[src/rtl/sb_io_halfduplex_ctrl.sv]
// Half-duplex write/turnaround/read sequencer for a registered SB_IO bidirectional pad.
// Optional echo checking of driven bits is enabled by defining SB_IO_HALFDUPLEX_ECHO_EN.
module sb_io_halfduplex_ctrl #(
   parameter int unsigned WR_W   = 8,
   parameter int unsigned RD_W   = 8,
   parameter int unsigned TURN   = 2,
   parameter int unsigned RD_LAT = 2
) (
   input  logic                       clock,
   input  logic                       reset,
   input  logic                       start,
   input  logic [WR_W-1:0]            wr_data,
   input  logic [$clog2(WR_W+1)-1:0]  wr_bits,
   input  logic [$clog2(RD_W+1)-1:0]  rd_bits,
   output logic                       busy,
   output logic                       done,
   output logic [RD_W-1:0]            rd_data,
   output logic                       err,
   output logic                       io_oe,
   output logic                       io_out,
   input  logic                       io_in
);

   localparam int unsigned WBW  = $clog2(WR_W + 1);
   localparam int unsigned RBW  = $clog2(RD_W + 1);
   localparam int unsigned MAXW = (WR_W > RD_W) ? WR_W : RD_W;
   localparam int unsigned CW   = $clog2(MAXW + RD_LAT + TURN + 1);

   typedef enum logic [1:0] {StIdle, StWrite, StTurn, StRead} state_e;

   state_e          state_q, state_d;
   logic [CW-1:0]   cnt_q, cnt_d;
   logic [WR_W-1:0] wr_sh_q, wr_sh_d;
   logic [WBW-1:0]  wr_n_q, wr_n_d;
   logic [RBW-1:0]  rd_n_q, rd_n_d;
   logic [RD_W-1:0] rd_data_q, rd_data_d;
   logic            busy_q, busy_d;
   logic            done_q, done_d;
   logic            oe_q, oe_d;
   logic            out_q, out_d;

   logic [WBW-1:0]  wr_n_in;
   logic [RBW-1:0]  rd_n_in;
   logic [WR_W-1:0] wr_aligned;

   assign wr_n_in    = (wr_bits > WBW'(WR_W)) ? WBW'(WR_W) : wr_bits;
   assign rd_n_in    = (rd_bits > RBW'(RD_W)) ? RBW'(RD_W) : rd_bits;
   // Move the first bit to be sent into the MSB of the shift register.
   assign wr_aligned = wr_data << (WBW'(WR_W) - wr_n_in);

   always_comb begin
      state_d   = state_q;
      cnt_d     = cnt_q;
      wr_sh_d   = wr_sh_q;
      wr_n_d    = wr_n_q;
      rd_n_d    = rd_n_q;
      rd_data_d = rd_data_q;
      done_d    = 1'b0;
      oe_d      = 1'b0;
      out_d     = 1'b0;
      unique case (state_q)
         StIdle: begin
            if (start) begin
               wr_n_d = wr_n_in;
               rd_n_d = rd_n_in;
               cnt_d  = '0;
               if (rd_n_in != '0) rd_data_d = '0;
               if (wr_n_in != '0) begin
                  state_d = StWrite;
                  oe_d    = 1'b1;
                  out_d   = wr_aligned[WR_W-1];
                  wr_sh_d = wr_aligned << 1;
               end else if (rd_n_in != '0) begin
                  state_d = StTurn;
               end else begin
                  done_d = 1'b1;
               end
            end
         end
         StWrite: begin
            if ((cnt_q + CW'(1)) == CW'(wr_n_q)) begin
               cnt_d = '0;
               if (rd_n_q != '0) begin
                  state_d = StTurn;
               end else begin
                  state_d = StIdle;
                  done_d  = 1'b1;
               end
            end else begin
               cnt_d   = cnt_q + CW'(1);
               oe_d    = 1'b1;
               out_d   = wr_sh_q[WR_W-1];
               wr_sh_d = wr_sh_q << 1;
            end
         end
         StTurn: begin
            if ((cnt_q + CW'(1)) == CW'(TURN)) begin
               state_d = StRead;
               cnt_d   = '0;
            end else begin
               cnt_d = cnt_q + CW'(1);
            end
         end
         StRead: begin
            // First RD_LAT read cycles still carry the pad round trip of the release.
            if (cnt_q >= CW'(RD_LAT)) rd_data_d = (rd_data_q << 1) | RD_W'(io_in);
            if ((cnt_q + CW'(1)) == (CW'(RD_LAT) + CW'(rd_n_q))) begin
               state_d = StIdle;
               done_d  = 1'b1;
            end else begin
               cnt_d = cnt_q + CW'(1);
            end
         end
         default: state_d = StIdle;
      endcase
   end

   assign busy_d = (state_d != StIdle);

   always_ff @(posedge clock or posedge reset) begin
      if (reset) begin
         state_q   <= StIdle;
         cnt_q     <= '0;
         wr_sh_q   <= '0;
         wr_n_q    <= '0;
         rd_n_q    <= '0;
         rd_data_q <= '0;
         busy_q    <= 1'b0;
         done_q    <= 1'b0;
         oe_q      <= 1'b0;
         out_q     <= 1'b0;
      end else begin
         state_q   <= state_d;
         cnt_q     <= cnt_d;
         wr_sh_q   <= wr_sh_d;
         wr_n_q    <= wr_n_d;
         rd_n_q    <= rd_n_d;
         rd_data_q <= rd_data_d;
         busy_q    <= busy_d;
         done_q    <= done_d;
         oe_q      <= oe_d;
         out_q     <= out_d;
      end
   end

   assign busy    = busy_q;
   assign done    = done_q;
   assign rd_data = rd_data_q;
   assign io_oe   = oe_q;
   assign io_out  = out_q;

`ifdef SB_IO_HALFDUPLEX_ECHO_EN
   // Each driven bit travels RD_LAT stages and meets its own echo on io_in.
   logic [RD_LAT-1:0] exp_pipe_q, vld_pipe_q;
   logic              err_q;
   logic              mismatch;

   assign mismatch = vld_pipe_q[RD_LAT-1] && (exp_pipe_q[RD_LAT-1] != io_in);

   always_ff @(posedge clock or posedge reset) begin
      if (reset) begin
         exp_pipe_q <= '0;
         vld_pipe_q <= '0;
         err_q      <= 1'b0;
      end else begin
         exp_pipe_q <= (exp_pipe_q << 1) | RD_LAT'(out_q);
         vld_pipe_q <= (vld_pipe_q << 1) | RD_LAT'(oe_q);
         if ((state_q == StIdle) && start) err_q <= 1'b0;
         else if (mismatch)               err_q <= 1'b1;
      end
   end

   assign err = err_q;
`else
   assign err = 1'b0;
`endif

endmodule

[config.mk]
export PLATFORM = sky130hd
export DESIGN_NAME = sb_io_halfduplex_ctrl
export DESIGN_NICKNAME = d
export VERILOG_FILES = /design/src/rtl/sb_io_halfduplex_ctrl.sv
export SDC_FILE = /design/constraint.sdc
export NUM_CORES = 1
export LEC_CHECK = 0
export CELL_PAD_IN_SITES_DETAIL_PLACEMENT = 1
export CELL_PAD_IN_SITES_GLOBAL_PLACEMENT = 2
export CORE_ASPECT_RATIO = 1.75
export CORE_MARGIN = 5
export CORE_UTILIZATION = 36
export DETAILED_ROUTE_END_ITERATION = 8
export PLACE_DENSITY = 0.87
export SYNTH_ARGS = -nofsm -noshare
export SYNTH_HDL_FRONTEND = slang
export SYNTH_SLANG_ARGS = --single-unit
[constraint.sdc]
create_clock -name clock -period 3.4 [get_ports clock]
set_input_delay 0.68 -clock clock [delete_from_list [all_inputs] [get_ports clock]]
set_output_delay 0.68 -clock clock [all_outputs]
set_load 0.02 [all_outputs]
==> impl_metrics.env <==
export IMPL_start_util_pct=37.2
export IMPL_fmax_ghz=0.382
export IMPL_synth_top_area_cell="dfrtp_1"
export IMPL_io_pins=33
export IMPL_fp_dieArea_um2=7510
export IMPL_whs_endpoint="wr_n_q[1]$_DFFE_PP0P_"
export IMPL_grt_overflow_total=0
export IMPL_drtAntennaViolNets=0
export IMPL_rr_startpoint="cnt_q[0]$_DFFE_PP0P_"
export IMPL_cp_num_buf_inv=2
export IMPL_routedWlPerCell_um=15.4
export IMPL_worst_path_stages=8
export IMPL_vdd_ir_drop_max_v=0.000251
export IMPL_cts_root_buffer="clkbuf_8"
export IMPL_ctsHoldBuffers=0
export IMPL_reg2reg_slack_ns=0.89
export IMPL_worst_r2r_path_depth=7
export IMPL_cp_end_kind="register"
export IMPL_clkPwrFrac_pct=19.2
export IMPL_grt_use_total_pct=14.4
export IMPL_fin_cells=318
export IMPL_drt_pre_antenna_iters=4
export IMPL_async_reset_ff_share_pct=100
export IMPL_dpl_cell_count=310
export IMPL_finalCritPeriodShare_pct=77.0
export IMPL_core_um2=5630
export IMPL_wirelength_um=4910
export IMPL_yosysMostFrequentCell="dfrtp_1"
export IMPL_synth_top_area_share_pct=39.4
export IMPL_cpMaxStageDelayCell="ha_1"
export IMPL_swShare_pct=39.6
export IMPL_ys_types=53
export IMPL_path_delay_family="buffers and inverters"
export IMPL_numCtsBuffers=5
export IMPL_synth_cells=210
export IMPL_arrival_ns=2.79
export IMPL_seqPwrFrac_pct=33.0
export IMPL_power_switching_mw=0.805
export IMPL_cts_buffer_depth=2
export IMPL_clock_latency_ns=0.29
export IMPL_ys_flop_type="dfrtp_1"
export IMPL_cap_violations=0
export IMPL_rsz0062_at_grt="no"
export IMPL_synth_edf_count=0
export IMPL_h_tree_depth=2
export IMPL_min_delay_start="wr_n_q[1]$_DFFE_PP0P_"
export IMPL_ctsResizeCount=0
export IMPL_period_needed_ns=2.62
export IMPL_drc=0
export IMPL_r2r_end="cnt_q[3]$_DFFE_PP0P_"
export IMPL_final_max_slew_viol_count=0
export IMPL_internal_power_mw=1.23
export IMPL_io_buffers=31
export IMPL_required_ns=3.57
export IMPL_worst_pin_slew_ns=1.06
export IMPL_fin_tns_setup_ns=0
export IMPL_p_comb_share_pct=47.8
export IMPL_synth_area_um2=2100
export IMPL_finalWorstSetupSlack_ns=0.781
export IMPL_clk_pin_slew_worst_paths_ns=0.07
export IMPL_post_cts_buffers=0
export IMPL_skew_ns=0.00505
export IMPL_place_ws_ns=0.457
export IMPL_dp_hpwl_um=3890
export IMPL_die_w_um=67.7
export IMPL_gp_congestion=0.841
export IMPL_grt_pass1_vias=1718
export IMPL_yosys_register_bits=33
export IMPL_syn2layout_area_growth_pct=23.2
export IMPL_grt_max_degree=18
export IMPL_viasPerCell=5.21
export IMPL_clock_sinks=33
export IMPL_cp_start_kind="primary input"
export IMPL_cts_tree="yes"
export IMPL_max_slew_margin_pct=29.0
export IMPL_powerDensity_nw_per_um2=787
export IMPL_nets=266
export IMPL_holdPathStages=2
export IMPL_hold_class="register to register"
export IMPL_slowest_delay_ns=0.51
export IMPL_synthTopCellsByArea="dfrtp_1, mux2i_1, mux2_2"
export IMPL_final_hold_violation_count=0
export IMPL_worst_path_max_fanout=9
export IMPL_antenna_found_initial=0
export IMPL_path_cells="clkdlybuf4s50_1, nor2b_1, inv_1, ha_1, mux2i_1, o21ai_0, a22o_1, mux2_2"
export IMPL_drt_first_iter_violations=58
export IMPL_synth_seq_area_share_pct=39.4
export IMPL_yosysWarnings=0
export IMPL_drive_gt1_share_pct=13.2
export IMPL_p_leak_nw=1.08
export IMPL_n_antenna_cell=0
export IMPL_setup_viol=0
export IMPL_synthesis_nets=235
export IMPL_synth_common_cells="dfrtp_1, inv_1, mux2i_1, nand2_1, o21ai_0"
export IMPL_status="complete, no violations"
export IMPL_grt_pass1_wl_um=8330
export IMPL_rows=36
export IMPL_syn_avg_cell_area_um2=9.99
export IMPL_fp_dieH_um=111
export IMPL_num_vias=1657
export IMPL_critPathKind="primary input to register"
cells by family (layout without fill, tap and decap cells):
kind of cell,Yosys count,in the layout,synth area share [%]
muxes,24,24,12.5
and+or+nand+nor,64,64,17.5
adders and majority gates,5,5,2.98
xor gates and xnor gates,12,12,6.44
buffers and inverters,27,59,5.85
AOI/OAI and AO/OA,44,44,15.2
other,1,1,0.179
DFF,33,33,39.4
flip-flops by register name, indices dropped and copies added, names as in the netlist:
name and cells:
wr_sh_q 7, io_oe 1, rd_n_q 4, busy 1, wr_n_q 4, io_out 1
done 1, cnt_q 4, rd_data 8, state_q 2
stage by stage:
| stage | utilization, % | area, um2 | hold WS, ns | power, mW |
|---|---|---|---|---|
| finish | 45.9 | 2580 | 0.513 | 2.03 |
| global route | 45.9 | 2580 | 0.545 | 2.19 |
| CTS | 45.9 | 2580 | 0.518 | 2.06 |
| detailed placement | 43.8 | 2470 | 0.501 | 1.66 |
| global placement | 43.8 | 2470 | 0.494 | 1.64 |
| floorplan | - | 2100 | 0.469 | 1.40 |
power groups by stage:
stage	Clock, mW	Combinational [mW]	Sequential, mW
final	0.391	0.972	0.671
after global routing	0.418	1.07	0.698
after detailed placement	0	0.980	0.683
after floorplan	0	0.747	0.658
after global placement	0	0.961	0.676
after CTS	0.404	0.984	0.674
cell type report:
cell class	instances	area, um2
tap	76	95.1
inverter	17	63.8
timing repair buffer	34	333
multi-input combinational	150	1150
sequential	33	826
clock buffer	7	86.3
clock inverter	1	30.0
fill	655	3050
worst min-delay path: stages (launching register included):
cell	delay [ns]
dfrtp_1	0.37
nand2_1	0.05
o21ai_0	0.06
how the worst max path moves through the flow:
stage                from                     end  slack [ns]
2_1_floorplan  wr_bits[0]  wr_sh_q[3]$_DFFE_PP0P_        0.86
3_3_place_gp   wr_bits[0]  wr_sh_q[3]$_DFFE_PP0P_        0.57
3_5_place_dp   wr_bits[3]  wr_sh_q[3]$_DFFE_PP0P_        0.46
4_1_cts        wr_bits[0]  wr_sh_q[3]$_DFFE_PP0P_        0.76
5_1_grt        wr_bits[3]  wr_sh_q[3]$_DFFE_PP0P_        0.57
6_report       wr_bits[0]  wr_sh_q[3]$_DFFE_PP0P_        0.78
layer usage:
metal / GRT usage (%) / part of all wire (%) / up-vias / wire length, um
li1: - / - / 805 / -
met1: 16.3 / 40 / 815 / 1980
met2: 25.4 / 54 / 29 / 2650
met3: 1.62 / 3.0 / 8 / 146
met4: 7.05 / 2.7 / 0 / 132
met5: 0 / 0 / - / 0
cell usage in the layout, fill, tap and decap left out, types with 6 or more instances in the layout:
cell | Yosys | layout
dfrtp_1 | 33 | 33
nor2_1 | 7 | 7
nand2b_1 | 7 | 7
inv_1 | 17 | 17
mux2_2 | 7 | 7
nand3_1 | 9 | 9
mux2i_1 | 16 | 16
clkdlybuf4s50_1 | 0 | 31
nand2_1 | 15 | 15
clkbuf_8 | 0 | 6
o21ai_0 | 15 | 15
Power figures use the tool's default switching activity.
